[config.mk]
export PLATFORM = sky130hd
export DESIGN_NAME = call_stack
export DESIGN_NICKNAME = d
export VERILOG_FILES = /design/src/rtl/call_stack.sv
export SDC_FILE = /design/constraint.sdc
export NUM_CORES = 1
export LEC_CHECK = 0
export CAP_MARGIN = 20
export CORE_MARGIN = 10
export CORE_UTILIZATION = 45
export DETAILED_ROUTE_END_ITERATION = 7
export SYNTH_ARGS = -nofsm -noshare
export SYNTH_HDL_FRONTEND = slang
export SYNTH_SLANG_ARGS = --single-unit
[constraint.sdc]
create_clock -name clk -period 3.8 [get_ports clk]
set_input_delay 0.57 -clock clk [delete_from_list [all_inputs] [get_ports clk]]
set_output_delay 0.57 -clock clk [all_outputs]
set_load 0.005 [all_outputs]
[src/rtl/call_stack.sv]
// Parametrised return-address stack with status, sticky error flags and a combinational top view.
// Optional circular (overwrite-oldest) storage when CALL_STACK_WRAP_EN is defined.
module call_stack #(
  parameter int WIDTH = 8,
  parameter int DEPTH = 16,
  parameter int CW    = $clog2(DEPTH+1)
) (
  input  logic             clk,
  input  logic             reset,
  input  logic             push,
  input  logic             pop,
  input  logic [WIDTH-1:0] data_in,
  input  logic             clear_err,
  output logic [WIDTH-1:0] top,
  output logic [CW-1:0]    count,
  output logic             empty,
  output logic             full,
  output logic             overflow,
  output logic             underflow
);

  localparam int PW = (DEPTH > 1) ? $clog2(DEPTH) : 1;

  logic [WIDTH-1:0] mem [DEPTH];
  logic [CW-1:0]    cnt, cnt_next;
  logic             ovf, ovf_next, unf, unf_next;
  logic             we;
  logic [PW-1:0]    wa;
  logic [CW-1:0]    top_off;
  logic [PW-1:0]    top_idx;

`ifdef CALL_STACK_WRAP_EN
  logic [PW-1:0] base, base_next;

  // Logical offset from the oldest entry to a physical slot, modulo DEPTH.
  function automatic logic [PW-1:0] phys(input logic [PW-1:0] b, input logic [CW-1:0] off);
    logic [CW+1:0] s;
    s = {{(CW+2-PW){1'b0}}, b} + {2'b00, off};
    if (s >= (CW+2)'(DEPTH)) begin
      s = s - (CW+2)'(DEPTH);
    end else begin
      s = s;
    end
    return s[PW-1:0];
  endfunction
`else
  // Linear storage: logical offset is the physical slot.
  function automatic logic [PW-1:0] phys(input logic [CW-1:0] off);
    return off[PW-1:0];
  endfunction
`endif

  assign empty    = (cnt == {CW{1'b0}});
  assign full     = (cnt == CW'(DEPTH));
  assign count    = cnt;
  assign overflow = ovf;
  assign underflow = unf;
  assign top_off  = empty ? {CW{1'b0}} : (cnt - CW'(1));

`ifdef CALL_STACK_WRAP_EN
  assign top_idx = phys(base, top_off);
`else
  assign top_idx = phys(top_off);
`endif

  assign top = empty ? {WIDTH{1'b0}} : mem[top_idx];

  // Next-state decode of the push/pop operation table.
  always_comb begin
    cnt_next = cnt;
    we       = 1'b0;
    wa       = top_idx;
    ovf_next = ovf & ~clear_err;
    unf_next = unf & ~clear_err;
`ifdef CALL_STACK_WRAP_EN
    base_next = base;
`endif
    case ({push, pop})
      2'b11: begin
        we = 1'b1;
        if (empty) begin
          cnt_next = CW'(1);
          unf_next = 1'b1;
        end else begin
          cnt_next = cnt;
        end
      end
      2'b10: begin
        if (!full) begin
          we       = 1'b1;
`ifdef CALL_STACK_WRAP_EN
          wa       = phys(base, cnt);
`else
          wa       = phys(cnt);
`endif
          cnt_next = cnt + CW'(1);
        end else begin
          ovf_next = 1'b1;
`ifdef CALL_STACK_WRAP_EN
          // Oldest slot becomes the newest; base advances past it.
          we        = 1'b1;
          wa        = base;
          base_next = phys(base, CW'(1));
`endif
        end
      end
      2'b01: begin
        if (!empty) begin
          cnt_next = cnt - CW'(1);
        end else begin
          unf_next = 1'b1;
        end
      end
      default: begin
        cnt_next = cnt;
      end
    endcase
  end

  // Control state register with synchronous active-low reset.
  always_ff @(posedge clk) begin
    if (!reset) begin
      cnt <= {CW{1'b0}};
      ovf <= 1'b0;
      unf <= 1'b0;
`ifdef CALL_STACK_WRAP_EN
      base <= {PW{1'b0}};
`endif
    end else begin
      cnt <= cnt_next;
      ovf <= ovf_next;
      unf <= unf_next;
`ifdef CALL_STACK_WRAP_EN
      base <= base_next;
`endif
    end
  end

  // Entry storage; not reset, and writes are blocked while reset is asserted.
  always_ff @(posedge clk) begin
    if (reset && we) begin
      mem[wa] <= data_in;
    end
  end

endmodule

==> metrics.log <==
INFO  metric nFillCells = roughly 1100
INFO  metric yosysUniqueCellTypes = 63
INFO  metric num_io_pins = 30
INFO  metric mappedNetlistArea = ~6200 um2
INFO  metric numCtsBuffers = 17
INFO  metric synth.mux.area_fraction = approximately 5%
INFO  metric setup_viol_count_final = 0
INFO  metric clkLatencyLatePin = approximately 430 ps
INFO  metric grt.total_usage = between 10% and 20%
INFO  metric timing.critical_path.from_type = flip-flop
INFO  metric worst-r2r-cell-count = 10
INFO  metric area_growth = 21.7%
INFO  metric cp_data_required_time = about 3200 ps
INFO  metric r2r_start = count[1]$_SDFFE_PN0P_
INFO  metric global_route_wire_length_before_repair = 24.4 mm
INFO  metric clock-sinks = ~140
INFO  metric worst_hold_path_type = reg2reg
INFO  metric crit-reg2reg-capture = mem[9][5]$_DFFE_PP_
INFO  metric worst_setup_path_startpoint = count[1]$_SDFFE_PN0P_
INFO  metric post-route-drc-count = 0
INFO  metric fin_setup_tns = 0 ps
INFO  metric timing.critical_path.max_delay_family = buffers and inverters
INFO  metric power.net_switching = 1.13 mW
INFO  metric leading_register_cell_type_out_of_synthesis = edfxtp_1
INFO  metric synth_compound_area_share = 14.1%
INFO  metric fin_nets = about 550
INFO  metric rsz0062_at_grt = true
INFO  metric postSynthCellCount = slightly below 500
INFO  metric achievable-frequency = 269 MHz
INFO  metric worst-slew-pin-transition = approximately 750 ps
INFO  metric ctsRootBufferMaster = clkbuf_16
INFO  metric final_period_minus_worst_setup_slack = between 3000 and 4000 ps
INFO  metric synth_top_cell_area_share = 62.0%
INFO  metric cellInternalPower = 3.19 mW
INFO  metric synth_simple_gate_area_share = roughly a tenth
INFO  metric timing.critical_path.to = top[0]
INFO  metric cpMaxStageDelayCell = clkdlybuf4s50_1
INFO  metric totalPowerFinal = 4.33 mW
INFO  metric critical_path_depth = 10
INFO  metric grt_util_met2 = between 20% and 30%
INFO  metric rows = 42
INFO  metric cts-htree-levels = 4
INFO  metric synth.top_cells.by_area = edfxtp_1, mux2i_1, o21ai_0
INFO  metric cellLeakagePower = about 2.6 nW
INFO  metric async_flop_share = 0%
INFO  metric synthesis.nets = about 500
INFO  metric antenna-diode-count = 0
INFO  metric cell_taking_the_most_area_after_synthesis = edfxtp_1
INFO  metric cts_tree = built
INFO  metric dieWidth = between 100 and 150 um
INFO  metric maxSlewViolCount = 0
INFO  metric status = finished, final reports clean
INFO  metric critPathKind = reg2out
INFO  metric die_h = 137 um
INFO  metric drt-vias-per-instance = 6.07
INFO  metric comb_power_share = roughly 20%
INFO  metric synth-xor-area-share = less than 1%
INFO  metric max_cap_violations = 0
INFO  metric critical_path_buf_inv_count = 4
INFO  metric grt.met3_usage = ~4.4%
INFO  metric hold_violations = 0
INFO  metric numPortBuffers = 29
INFO  metric first_pass_iters = 5
INFO  metric power_switching_share = a little over a quarter
INFO  metric design.core.area = 13300 um2
INFO  metric setup.reg_to_reg.worst_slack = around 1000 ps
INFO  metric antenna_violating_nets_post_route = 0
INFO  metric grt_pass1_vias = about 4200
INFO  metric synth_enable_flop_cells = ~130
INFO  metric routed_wl = 16.1 mm
INFO  metric wl_per_cell = around 22 um
INFO  metric synth-warning-count = 0
INFO  metric detailed_place_hpwl = 10.4 mm
INFO  metric gr-total-overflow = 0
INFO  metric grt_most_used_layer = met2
INFO  metric floorplan.die_area = approximately 19000 um2
INFO  metric ir_drop_worst_case_vdd = 0.336 mV
INFO  metric share_seq_of_total_power = just under 40%
INFO  metric clkTransAtPathRegs = about 60 ps
INFO  metric num_vias = between 4000 and 5000
INFO  metric max_slew_margin = 50.0%
INFO  metric post_synth_most_frequent_cells = edfxtp_1, nor2_1, nand2_1, o21ai_0, a21oi_1
INFO  metric fin_crit_sh = between 90% and 100%
INFO  metric fin_util = 56.5%
INFO  metric setup.worst_path.end_class = output port
INFO  metric detail_route.iter0.violations = between 400 and 500
INFO  metric finish.cell_count_without_fillers = 723
INFO  metric synth_top_family_by_area = compound AO/OA/AOI/OAI gates
INFO  metric max-clock-path-buffers = 2
INFO  metric postCtsHoldBufs = 0
INFO  metric placed_cells = a little under 700
INFO  metric power.share.clock = a little over two fifths
INFO  metric worstPathArrival = roughly 3200 ps
INFO  metric initial_utilization = a little under half
INFO  metric worstPathCellList = inv_1, ha_4, or4b_4, clkinv_8, buf_4, nor3_1, o21ai_0, a211oi_1, a211oi_1, clkdlybuf4s50_1
INFO  metric grt_use_met1 = between 20% and 30%
INFO  metric synth-seq-cells = approximately 140
INFO  metric synth_seq_area_share = 64.3%
INFO  metric final_layout_size_suffix_gt1_share = 16.8%
INFO  metric pin_count_of_the_biggest_net_entering_global_routing = ~60
INFO  metric grt_antenna_before_repair = 0
INFO  metric hold_ws = 489 ps
INFO  metric clock_skew = 7.26 ps
INFO  metric adder_cell_area_share_of_the_yosys_netlist = under 10%
INFO  metric synthMostInstantiatedCell = edfxtp_1
INFO  metric synthesis.area_per_instance = 12.8 um2
INFO  metric path_max_fanout = 10
INFO  metric p_per_area = 573 nW/um2
INFO  metric final_wtd_congestion = approximately 0.87
INFO  metric critPathMaxStageDelay = 580 ps
INFO  metric critical_path.most_common_cell = a211oi_1
[stage by stage]
| step | cell area [um2] | setup WS, ps |
|---|---|---|
| 2_1_floorplan | 6200 | 852 |
| 3_3_place_gp | 6760 | 367 |
| 3_5_place_dp | 6760 | 297 |
| 4_1_cts | 7460 | 12.5 |
| 5_1_grt | 7540 | -11.4 |
| 6_report | 7540 | 84.9 |
[state kept, by name, summed over array words and instances (netlist names)]
| name | cells |
|---|---|
| count | 5 |
| underflow | 1 |
| overflow | 1 |
| mem | 128 |
[timing repair]
action	4_1_cts	5_1_grt
endpoints found under the hold margin	0	0
pin swaps	1	5
gates cloned	1	0
setup buffers	1	5
gates resized for setup	9	10
endpoints found under the setup margin	8	7
[routing by layer]
metal / routed length (um) / vias up
li1: - / 1970
met1: 6710 / 2156
met2: 7650 / 232
met3: 1400 / 29
met4: 316 / 0
met5: 0 / -
[worst min-delay path by stage]
stage	startpoint	cells after the start	end
5_1_grt	overflow$_SDFF_PN0_	2	overflow$_SDFF_PN0_
4_1_cts	underflow$_SDFF_PN0_	2	underflow$_SDFF_PN0_
3_5_place_dp	underflow$_SDFF_PN0_	2	underflow$_SDFF_PN0_
2_1_floorplan	underflow$_SDFF_PN0_	2	underflow$_SDFF_PN0_
6_report	underflow$_SDFF_PN0_	2	underflow$_SDFF_PN0_
3_3_place_gp	underflow$_SDFF_PN0_	2	underflow$_SDFF_PN0_
[cell usage in the layout, fill, tap and decap left out, types with 3 or more instances in the layout]
master           synthesis  routed
a211oi_1                17      17
a21boi_0                11      11
a21oi_1                 20      20
a221o_1                  4       4
a221oi_1                 7       6
and2_1                   4       4
and3_1                   4       4
buf_4                    3      34
bufinv_16                0       5
clkbuf_16                0      17
clkdlybuf4s50_1          0      27
clkinv_2                 0       5
dfxtp_1                  7       6
edfxtp_1               128     128
ha_1                     7       6
inv_1                    8       8
mux2_2                   7       7
mux2i_1                 19      19
nand2_1                 32      32
nand2b_1                 5       5
nand3_1                 16      16
nor2_1                  38      37
nor2b_1                  3       3
nor3_1                  14      11
nor3_2                   0       3
nor3b_1                  4       4
o211ai_1                 6       6
o21ai_0                 32      30
o21ai_1                  1       3
o221ai_1                 3       3
o2bb2ai_1                6       6
xnor2_1                  4       4
[kinds of logic after synthesis]
| logic type | count (synthesis) |
|---|---|
| flip-flops | 135 |
| AND/OR/NAND/NOR | 134 |
| AO/OA/AOI/OAI | 128 |
| buffers and inverters | 46 |
| multiplexers | 28 |
| adder cells (fa/ha/maj) | 7 |
| XOR/XNOR | 6 |
[layout make-up]
cell class / instances / area (um2) / share of cell area (%)
Sequential cell: 135 / 3990 / 52.8
Multi-Input combinational cell: 304 / 2050 / 27.1
Timing Repair Buffer: 66 / 588 / 7.80
Clock buffer: 19 / 453 / 6.00
Tap cell: 176 / 220 / 2.92
Clock inverter: 13 / 200 / 2.65
Inverter: 10 / 50.0 / 0.663
[worst min-delay path, delay by kind of cell (launching register included)]
| family | cells | cell delay, ps |
|---|---|---|
| AND/OR/NAND/NOR | 1 | 60 |
| AO/OA/AOI/OAI | 1 | 70 |
| flip-flops | 1 | 310 |
[power by group through the flow]
stage                     logic [mW]  clock network [mW]  registers (mW)
after global routing           0.917                1.88            1.67
after floorplan                0.499                   0            1.70
after CTS                      0.812                1.82            1.67
final                          0.853                1.80            1.67
after global placement         0.774                   0            1.70
after detailed placement       0.783                   0            1.70
(Power assumes the default switching activity.)
